### config.mk
export PLATFORM = sky130hd
export DESIGN_NAME = pim_conv_bitserial
export DESIGN_NICKNAME = d
export VERILOG_FILES = /design/src/rtl/pim_pkg.sv /design/src/rtl/pim_conv_unit.sv /design/src/rtl/pim_shift_acc.sv /design/src/rtl/pim_conv_bitserial.sv
export SDC_FILE = /design/constraint.sdc
export NUM_CORES = 1
export LEC_CHECK = 0
export ABC_AREA = 0
export BUFFER_PORTS_ARGS = -buffer_cell sky130_fd_sc_hd__buf_2
export CELL_PAD_IN_SITES_DETAIL_PLACEMENT = 1
export CELL_PAD_IN_SITES_GLOBAL_PLACEMENT = 1
export CORE_MARGIN = 2
export CORE_UTILIZATION = 28
export CTS_CLUSTER_DIAMETER = 100
export DETAILED_ROUTE_END_ITERATION = 8
export GPL_ROUTABILITY_DRIVEN = 0
export GPL_TIMING_DRIVEN = 0
export PLACE_DENSITY_LB_ADDON = 0.1
export SYNTH_ARGS = -nofsm -noshare
export SYNTH_HDL_FRONTEND = slang
export SYNTH_HIERARCHICAL = 1
export SYNTH_SLANG_ARGS = --single-unit
export TNS_END_PERCENT = 10
### constraint.sdc
create_clock -name clk -period 4.7 [get_ports clk]
set_input_delay 1.175 -clock clk [delete_from_list [all_inputs] [get_ports clk]]
set_output_delay 1.175 -clock clk [all_outputs]
set_load 0.01 [all_outputs]
### src/rtl/pim_pkg.sv
// Shared types and helpers for the bit-serial PIM convolution engine.
package pim_pkg;
  typedef enum logic [2:0] {
    ST_IDLE    = 3'd0,
    ST_COMPUTE = 3'd1,
    ST_DRAIN   = 3'd2,
    ST_OUT     = 3'd3,
    ST_DONE    = 3'd4
  } pim_state_e;

  localparam logic PIM_MODE_SINGLE = 1'b0;
  localparam logic PIM_MODE_SWEEP  = 1'b1;

  // Ceiling log2 that never returns 0, so a single-entry range still gets a 1-bit index.
  function automatic int pim_clog2(input int value);
    int r;
    r = 1;
    for (int i = 1; i < 31; i++) begin
      if ((1 << i) < value) r = i + 1;
    end
    return r;
  endfunction
endpackage

### src/rtl/pim_conv_unit.sv
// One weight-slice crossbar: binary cell mask per column, popcount ADC with one-cycle latency.
module pim_conv_unit
  import pim_pkg::*;
#(
  parameter int INPUT_SIZE = 9,
  parameter int DEPTH      = 4,
  parameter int W_SLICES   = 2,
  parameter int SLICE      = 0,
  parameter int ADC_P      = 4,
  parameter int AW         = 2,
  parameter logic [DEPTH*W_SLICES*INPUT_SIZE-1:0] WEIGHTS = '1
) (
  input  logic                  clk,
  input  logic                  rst_n,
  input  logic                  i_en,
  input  logic [AW-1:0]         i_addr,
  input  logic [INPUT_SIZE-1:0] i_bits,
  output logic [ADC_P-1:0]      o_adc
);
  localparam int PC_W = pim_clog2(INPUT_SIZE + 1);
  localparam int CW   = ((PC_W > ADC_P) ? PC_W : ADC_P) + 1;
  localparam logic [CW-1:0] ADC_MAX = CW'((1 << ADC_P) - 1);

  logic [INPUT_SIZE-1:0] w_hit;
  logic [CW-1:0]         w_cnt;
  logic [ADC_P-1:0]      r_adc;

  always_comb begin
    w_hit = i_bits & WEIGHTS[(int'(i_addr) * W_SLICES + SLICE) * INPUT_SIZE +: INPUT_SIZE];
    w_cnt = '0;
    for (int i = 0; i < INPUT_SIZE; i++) w_cnt = w_cnt + CW'(w_hit[i]);
  end

  // The ADC clips at full scale; an idle unit reads zero.
  always_ff @(posedge clk or negedge rst_n) begin
    if (!rst_n)    r_adc <= '0;
    else if (i_en) r_adc <= (w_cnt > ADC_MAX) ? ADC_MAX[ADC_P-1:0] : w_cnt[ADC_P-1:0];
    else           r_adc <= '0;
  end

  assign o_adc = r_adc;
endmodule

### src/rtl/pim_shift_acc.sv
// Shift-and-add of all slice ADC results by bit position and slice significance, saturated output.
module pim_shift_acc #(
  parameter int W_SLICES = 2,
  parameter int WS_BITS  = 2,
  parameter int ADC_P    = 4,
  parameter int INPUT_P  = 8,
  parameter int OUT_P    = 16,
  parameter int BW       = 3
) (
  input  logic                      clk,
  input  logic                      rst_n,
  input  logic                      i_clear,
  input  logic                      i_en,
  input  logic [BW-1:0]             i_bit,
  input  logic [W_SLICES*ADC_P-1:0] i_adc,
  output logic [OUT_P-1:0]          o_sat
);
  // Wide enough for the largest possible exact sum; kept wider than OUT_P so saturation is detectable.
  localparam int EXACT_W = ADC_P + INPUT_P + (W_SLICES - 1) * WS_BITS + 1;
  localparam int ACC_W   = (EXACT_W > OUT_P) ? EXACT_W : OUT_P + 1;
  localparam logic [ACC_W-1:0] OUT_MAX = ACC_W'({OUT_P{1'b1}});

  logic [ACC_W-1:0] r_acc;
  logic [ACC_W-1:0] w_sum;

  always_comb begin
    w_sum = '0;
    for (int s = 0; s < W_SLICES; s++) begin
      w_sum = w_sum + ((ACC_W'(i_adc[s*ADC_P +: ADC_P]) << i_bit) << (s * WS_BITS));
    end
  end

  always_ff @(posedge clk or negedge rst_n) begin
    if (!rst_n)       r_acc <= '0;
    else if (i_clear) r_acc <= '0;
    else if (i_en)    r_acc <= r_acc + w_sum;
  end

  assign o_sat = (r_acc > OUT_MAX) ? OUT_MAX[OUT_P-1:0] : r_acc[OUT_P-1:0];
endmodule

### src/rtl/pim_conv_bitserial.sv
// Bit-serial PIM convolution engine: job FSM, feature latch, bit-plane issue and result stream.
module pim_conv_bitserial
  import pim_pkg::*;
#(
  parameter int INPUT_SIZE = 9,
  parameter int INPUT_P    = 8,
  parameter int DEPTH      = 4,
  parameter int W_SLICES   = 2,
  parameter int WS_BITS    = 2,
  parameter int ADC_P      = 4,
  parameter int OUT_P      = 16,
  parameter logic [DEPTH*W_SLICES*INPUT_SIZE-1:0] WEIGHTS = '1,
  localparam int AW = pim_clog2(DEPTH)
) (
  input  logic                          clk,
  input  logic                          rst,
  input  logic                          start,
  output logic                          ready,
  input  logic                          mode,
  input  logic [INPUT_SIZE*INPUT_P-1:0] Input_feature,
  input  logic [AW-1:0]                 Address,
  output logic [OUT_P-1:0]              Output,
  output logic [AW-1:0]                 out_addr,
  output logic                          out_valid,
  input  logic                          out_ready,
  output logic                          done_flag,
  output logic [2:0]                    o_dbg_state
);
  // Both streams use valid/ready: a transfer happens on a clock edge where both are high;
  // the producer holds its payload stable until then, and start is dropped (not queued) while busy.
  localparam int BW = pim_clog2(INPUT_P);
  localparam logic [BW-1:0] LAST_BIT = BW'(INPUT_P - 1);
  localparam logic [AW-1:0] LAST_COL = AW'(DEPTH - 1);

  pim_state_e r_state, w_next;
  logic [INPUT_SIZE*INPUT_P-1:0] r_feat;
  logic                          r_mode;
  logic [AW-1:0]                 r_col;
  logic [BW-1:0]                 r_bit;
  logic [BW-1:0]                 r_acc_bit;
  logic                          r_acc_en;
  logic w_accept_start, w_accept_out, w_issue, w_last_col, w_acc_clear;
  logic [AW-1:0]                 w_start_col;
  logic [INPUT_SIZE-1:0]         w_plane;
  logic [W_SLICES*ADC_P-1:0]     w_adc;

  assign w_accept_start = (r_state == ST_IDLE) && start;
  assign w_accept_out   = (r_state == ST_OUT) && out_ready;
  assign w_issue        = (r_state == ST_COMPUTE);
  assign w_last_col     = (r_mode == PIM_MODE_SINGLE) || (r_col == LAST_COL);
  assign w_acc_clear    = w_accept_start || (w_accept_out && !w_last_col);

  always_comb begin
    w_start_col = '0;
    if (mode == PIM_MODE_SINGLE) begin
      if ({1'b0, Address} > {1'b0, LAST_COL}) w_start_col = LAST_COL;
      else                                    w_start_col = Address;
    end
  end

  always_comb begin
    w_next = r_state;
    case (r_state)
      ST_IDLE:    if (start) w_next = ST_COMPUTE;
      ST_COMPUTE: if (r_bit == LAST_BIT) w_next = ST_DRAIN;
      ST_DRAIN:   w_next = ST_OUT;
      ST_OUT:     if (out_ready) w_next = w_last_col ? ST_DONE : ST_COMPUTE;
      ST_DONE:    w_next = ST_IDLE;
      default:    w_next = ST_IDLE;
    endcase
  end

  always_ff @(posedge clk or negedge rst) begin
    if (!rst) r_state <= ST_IDLE;
    else      r_state <= w_next;
  end

  // Accumulation trails issue by one cycle to match the registered ADC.
  always_ff @(posedge clk or negedge rst) begin
    if (!rst) begin
      r_feat    <= '0;
      r_mode    <= PIM_MODE_SINGLE;
      r_col     <= '0;
      r_bit     <= '0;
      r_acc_en  <= 1'b0;
      r_acc_bit <= '0;
    end else begin
      r_acc_en  <= w_issue;
      r_acc_bit <= r_bit;
      if (w_accept_start) begin
        r_feat <= Input_feature;
        r_mode <= mode;
        r_col  <= w_start_col;
        r_bit  <= '0;
      end else if (w_issue) begin
        r_bit <= (r_bit == LAST_BIT) ? '0 : r_bit + 1'b1;
      end else if (w_accept_out && !w_last_col) begin
        r_col <= r_col + 1'b1;
        r_bit <= '0;
      end
    end
  end

  always_comb begin
    w_plane = '0;
    for (int i = 0; i < INPUT_SIZE; i++) w_plane[i] = r_feat[i*INPUT_P + int'(r_bit)];
  end

  for (genvar s = 0; s < W_SLICES; s++) begin : g_slice
    pim_conv_unit #(
      .INPUT_SIZE(INPUT_SIZE), .DEPTH(DEPTH), .W_SLICES(W_SLICES), .SLICE(s),
      .ADC_P(ADC_P), .AW(AW), .WEIGHTS(WEIGHTS)
    ) u_conv (
      .clk(clk), .rst_n(rst), .i_en(w_issue), .i_addr(r_col),
      .i_bits(w_plane), .o_adc(w_adc[s*ADC_P +: ADC_P])
    );
  end

  pim_shift_acc #(
    .W_SLICES(W_SLICES), .WS_BITS(WS_BITS), .ADC_P(ADC_P),
    .INPUT_P(INPUT_P), .OUT_P(OUT_P), .BW(BW)
  ) u_acc (
    .clk(clk), .rst_n(rst), .i_clear(w_acc_clear), .i_en(r_acc_en),
    .i_bit(r_acc_bit), .i_adc(w_adc), .o_sat(Output)
  );

  assign ready       = (r_state == ST_IDLE);
  assign out_valid   = (r_state == ST_OUT);
  assign done_flag   = (r_state == ST_DONE);
  assign out_addr    = r_col;
  assign o_dbg_state = r_state;
endmodule

==> impl_table.tex <==
\begin{tabular}{lr}
\hline
Metric & Value \\
\hline
\multicolumn{2}{l}{\textbf{Floorplan}} \\
Chip Height & 157.6 µm \\
Initial cell density of the core & 0.2830 \\
Area of the core region & 0.02333 mm² \\
I/O pin cnt & 103 \\
Std cell rows & 56 \\
Die outline area & 0.02483 mm² \\
DIE WIDTH & 157.6 µm \\
\multicolumn{2}{l}{\textbf{Logic synthesis}} \\
Post-synth top flop & sky130\_fd\_sc\_hd\_\_dfrtp\_1 \\
Total of warnings raised by yosys & 6 \\
Gate count of the mapped netlist & 722 \\
Cell Area, Synth & 0.006603 mm² \\
Post-synth EDFFs & 0 \\
Distinct cell type count after synthesis & 57 \\
Synthesized net count & 845 \\
Dominant cell by count in the synthesized netlist & sky130\_fd\_sc\_hd\_\_nand2\_1 \\
Post-synthesis register bit count & 110 \\
Cell types with the largest area share after synthesis & sky130\_fd\_sc\_hd\_\_dfrtp\_1 42\%, sky130\_fd\_sc\_hd\_\_nand2\_1 14\%, sky130\_fd\_sc\_hd\_\_mux4\_2 6.1\% \\
Proportion of synthesized chip area in sequential cells & 0.4169 \\
Fraction of synthesis flops using an asynchronous set or reset pin & 1.000 \\
Synth area leader & sky130\_fd\_sc\_hd\_\_dfrtp\_1 \\
Mean Syn Cell Area & 9.145 µm² \\
Area share of the largest cell type after synthesis & 0.4169 \\
Most frequent cells after synthesis & 253 x sky130\_fd\_sc\_hd\_\_nand2\_1, 110 x sky130\_fd\_sc\_hd\_\_dfrtp\_1, 49 x sky130\_fd\_sc\_hd\_\_inv\_1 \\
\multicolumn{2}{l}{\textbf{Final layout}} \\
Total area of sequential cells & 0.002753 mm² \\
Net total in the final layout & 959 \\
Area added between synthesis and finish & 19.14\% \\
Final std cell area, no fill & 0.007866 mm² \\
\# diodes & 0 \\
Count of filler cells inserted in the layout & 2803 \\
Count of non-filler cells in the finished layout & 1160 \\
Total area of multi-input combinational cells & 0.003486 mm² \\
Layout cells sized above 1 & 0.2247 \\
\multicolumn{2}{l}{\textbf{Timing}} \\
Worst-case headroom to the max-slew limit & 0.3169 \\
Peak Freq & 224.0 MHz \\
Post-route fraction of the period consumed by the critical path & 0.9499 \\
Number of failing setup endpoints in the final timing report & 0 \\
Final max-slew violation count & 0 \\
Worst Max-Slew Pin Slew & 1.014 ns \\
Fin Clk Skew & 0.01934 ns \\
Minimum clock period after layout & 4.464 ns \\
Unrepaired setup endpoints after global routing & false \\
Number of hold violations in the final report & 0 \\
\multicolumn{2}{l}{\textbf{Power}} \\
PwrDens & 852.7 mW/mm² \\
Leakage power & 3.938 nW \\
Fraction of power spent switching nets & 0.4426 \\
Power Internal & 3.739 mW \\
Share of power burned in combinational logic & 0.631 \\
Power spent charging and discharging nets & 2.969 mW \\
Clock network power share & 0.121 \\
Sequential power share & 0.248 \\
Peak supply drop & 0.3877 mV \\
\multicolumn{2}{l}{\textbf{Detailed routing}} \\
Initial detailed-routing violation count & 168 \\
Total DRC errors in the routed layout & 0 \\
Detailed-route via count & 5334 \\
Sum of routed wire segments on met1 & 8.247 mm \\
Sum of routed wire length over all layers & 18.17 mm \\
WL/cell & 15.66 µm \\
Antenna viol nets, final & 0 \\
Met3 wire length & 512 µm \\
Met2 Wirelength & 9.236 mm \\
Top routing layer in use & met4 \\
Routed via count divided by cell count & 4.598 \\
Iteration count of the initial detailed-routing pass & 4 \\
\multicolumn{2}{l}{\textbf{Placement}} \\
PortBufs & 102 \\
Cell Count Post-Placement & 1144 \\
Placed Instance Area & 0.007546 mm² \\
DP Wirelength & 14.11 mm \\
\multicolumn{2}{l}{\textbf{Worst hold path}} \\
Hold Crit Endpoint & r\_acc\_bit[1]\$\_DFF\_PN0\_ \\
Hold crit path type & reg -> reg \\
Hold-critical path depth & 0 \\
Origin of the worst min-delay path & r\_bit[1]\$\_DFFE\_PN0P\_ \\
\multicolumn{2}{l}{\textbf{CTS}} \\
TritonCTS buffer count & 9 \\
Clock latency at the later pin of the worst-skew pair & 0.36 ns \\
Clock root buffer master & sky130\_fd\_sc\_hd\_\_clkbuf\_16 \\
Number of clock sinks seen by CTS & 110 \\
Clock tree buffer depth & 2 \\
Number of setup buffers added after CTS & 0 \\
Clock transition at the register clock pins on the worst setup and hold paths after CTS & 0.08 ns \\
TritonCTS clock tree & done \\
Number of H-tree levels & 3 \\
\multicolumn{2}{l}{\textbf{Status}} \\
Status & completed \\
\multicolumn{2}{l}{\textbf{Critical path}} \\
Worst-path maximum fanout & 10 \\
Register-to-register setup slack & 0.24 ns \\
Kind of end point of the critical path & flip-flop \\
Worst Reg-to-Reg Cells & 13 \\
Arrival time at the worst endpoint & 4.71 ns \\
Required time worst endpoint & 4.94 ns \\
Launching point of the worst reg2reg path & r\_bit[1]\$\_DFFE\_PN0P\_ \\
Critical R2R Capture & g\_slice[1].u\_conv/o\_adc[2]\$\_DFF\_PN0\_ \\
Startpoint-to-endpoint class of the critical path & reg -> reg \\
Nature of the critical path startpoint & flip-flop \\
\multicolumn{2}{l}{\textbf{Global routing}} \\
Maximum number of pins on one net before global-route repair & 87 \\
Overflow left after global routing & 0 \\
Vias in the first global route & 5678 \\
First-pass GRT wire length & 29.95 mm \\
All-layer global routing usage & 0.1553 \\
Antenna violations before repair & 0 \\
\multicolumn{2}{l}{\textbf{Flow run}} \\
Number of max-capacitance violations reported & 0 \\
\hline
\end{tabular}
state kept, by name, indices dropped and copies added, names as in the netlist:
signal                cells
g_slice.u_conv/o_adc      8
o_dbg_state               3
out_addr                  2
r_acc_bit                 3
r_acc_en                  1
r_bit                     3
r_feat                   72
r_mode                    1
u_acc/r_acc              17
layout by cell type (no fill, tap or decap), types with 7 or more instances in the layout:
cell / count
sky130_fd_sc_hd__or2_2: 16
sky130_fd_sc_hd__nor3_1: 9
sky130_fd_sc_hd__clkbuf_16: 9
sky130_fd_sc_hd__mux2i_1: 8
sky130_fd_sc_hd__nand2_1: 253
sky130_fd_sc_hd__mux2_2: 16
sky130_fd_sc_hd__nand3_1: 7
sky130_fd_sc_hd__nor2b_1: 7
sky130_fd_sc_hd__dfrtp_1: 110
sky130_fd_sc_hd__clkbuf_1: 15
sky130_fd_sc_hd__mux4_2: 18
sky130_fd_sc_hd__buf_2: 108
sky130_fd_sc_hd__ha_1: 24
sky130_fd_sc_hd__inv_1: 49
sky130_fd_sc_hd__nor2_1: 31
sky130_fd_sc_hd__a21oi_1: 24
sky130_fd_sc_hd__o21ai_0: 16
sky130_fd_sc_hd__fa_1: 20
critical path, cell delays in order (launching register included):
cell	delay [ns]
sky130_fd_sc_hd__dfrtp_1	0.38
sky130_fd_sc_hd__clkbuf_4	0.29
sky130_fd_sc_hd__clkbuf_4	0.33
sky130_fd_sc_hd__mux4_2	0.32
sky130_fd_sc_hd__mux2_2	0.32
sky130_fd_sc_hd__fa_1	0.56
sky130_fd_sc_hd__inv_1	0.06
sky130_fd_sc_hd__fa_1	0.44
sky130_fd_sc_hd__fa_1	0.50
sky130_fd_sc_hd__inv_1	0.05
sky130_fd_sc_hd__fa_1	0.40
sky130_fd_sc_hd__fa_1	0.40
sky130_fd_sc_hd__xor2_1	0.15
sky130_fd_sc_hd__and2_1	0.15
power by group through the flow:
stage	registers (mW)	clock network (mW)	logic (mW)
final	1.66	0.812	4.23
after global routing	1.72	0.877	4.94
after CTS	1.67	0.842	4.35
after detailed placement	1.69	0	4.32
after global placement	1.66	0	4.17
after floorplan	1.60	0	3.28
layout make-up:
cell class,instances,share of cell area
multi-input cells,529,0.4431
well taps,319,0.05074
clock inverters,6,0.009225
repair buffers,103,0.06919
clock buffers,10,0.03038
inverters,49,0.02338
flip-flops and latches,110,0.3499
plain buffers,34,0.02402
metal layers:
metal | track usage | vias up
li1 | - | 2605
met1 | 0.1970 | 2645
met2 | 0.2770 | 74
met3 | 0.02643 | 10
met4 | 0.03290 | 0
met5 | 0 | -
stage by stage:
| step | TNS (ns) | setup WS [ns] | hold slack (ns) | utilization | power (mW) |
|---|---|---|---|---|---|
| final | 0 | 0.2356 | 0.4193 | 0.3371 | 6.707 |
| after global routing | 0 | 0.009995 | 0.4374 | 0.3371 | 7.538 |
| after CTS | 0 | 0.004445 | 0.4167 | 0.3368 | 6.857 |
| after detailed placement | -1.133 | -0.3330 | 0.3960 | 0.3234 | 6.005 |
| after global placement | -1.012 | -0.3013 | 0.3893 | 0.3220 | 5.833 |
| after floorplan | 0 | 0.4599 | 0.3758 | - | 4.885 |
logic make-up after synthesis:
kind of cell | Yosys count | synth area share
multiplexers | 42 | 0.1008
flip-flops | 110 | 0.4169
AND/OR/NAND/NOR | 362 | 0.2378
buffers and inverters | 83 | 0.05515
AO/OA/AOI/OAI | 77 | 0.07789
XOR/XNOR | 4 | 0.005307
adder cells (fa/ha/maj) | 44 | 0.1061
worst max-delay path by stage:
stage / cells past startpoint / startpoint / endpoint / slack, ns
floorplan: 13 / r_bit[1]$_DFFE_PN0P_ / g_slice[0].u_conv/o_adc[2]$_DFF_PN0_ / 0.46
global placement: 13 / r_bit[1]$_DFFE_PN0P_ / g_slice[1].u_conv/o_adc[2]$_DFF_PN0_ / -0.30
detailed placement: 13 / r_bit[1]$_DFFE_PN0P_ / g_slice[1].u_conv/o_adc[2]$_DFF_PN0_ / -0.33
CTS: 13 / r_bit[1]$_DFFE_PN0P_ / g_slice[1].u_conv/o_adc[2]$_DFF_PN0_ / 0.004
global route: 12 / r_bit[0]$_DFFE_PN0P_ / g_slice[1].u_conv/o_adc[2]$_DFF_PN0_ / 0.01
finish: 13 / r_bit[1]$_DFFE_PN0P_ / g_slice[1].u_conv/o_adc[2]$_DFF_PN0_ / 0.24
timing repair:
| item | 4_1_cts | 5_1_grt |
|---|---|---|
| hold buffers | 0 | 0 |
| gates resized for setup | 1 | 4 |
| endpoints found under the setup margin | 4 | 4 |
| hold endpoints to repair | 0 | 0 |
Note: power is estimated with default switching activity, not from simulation.
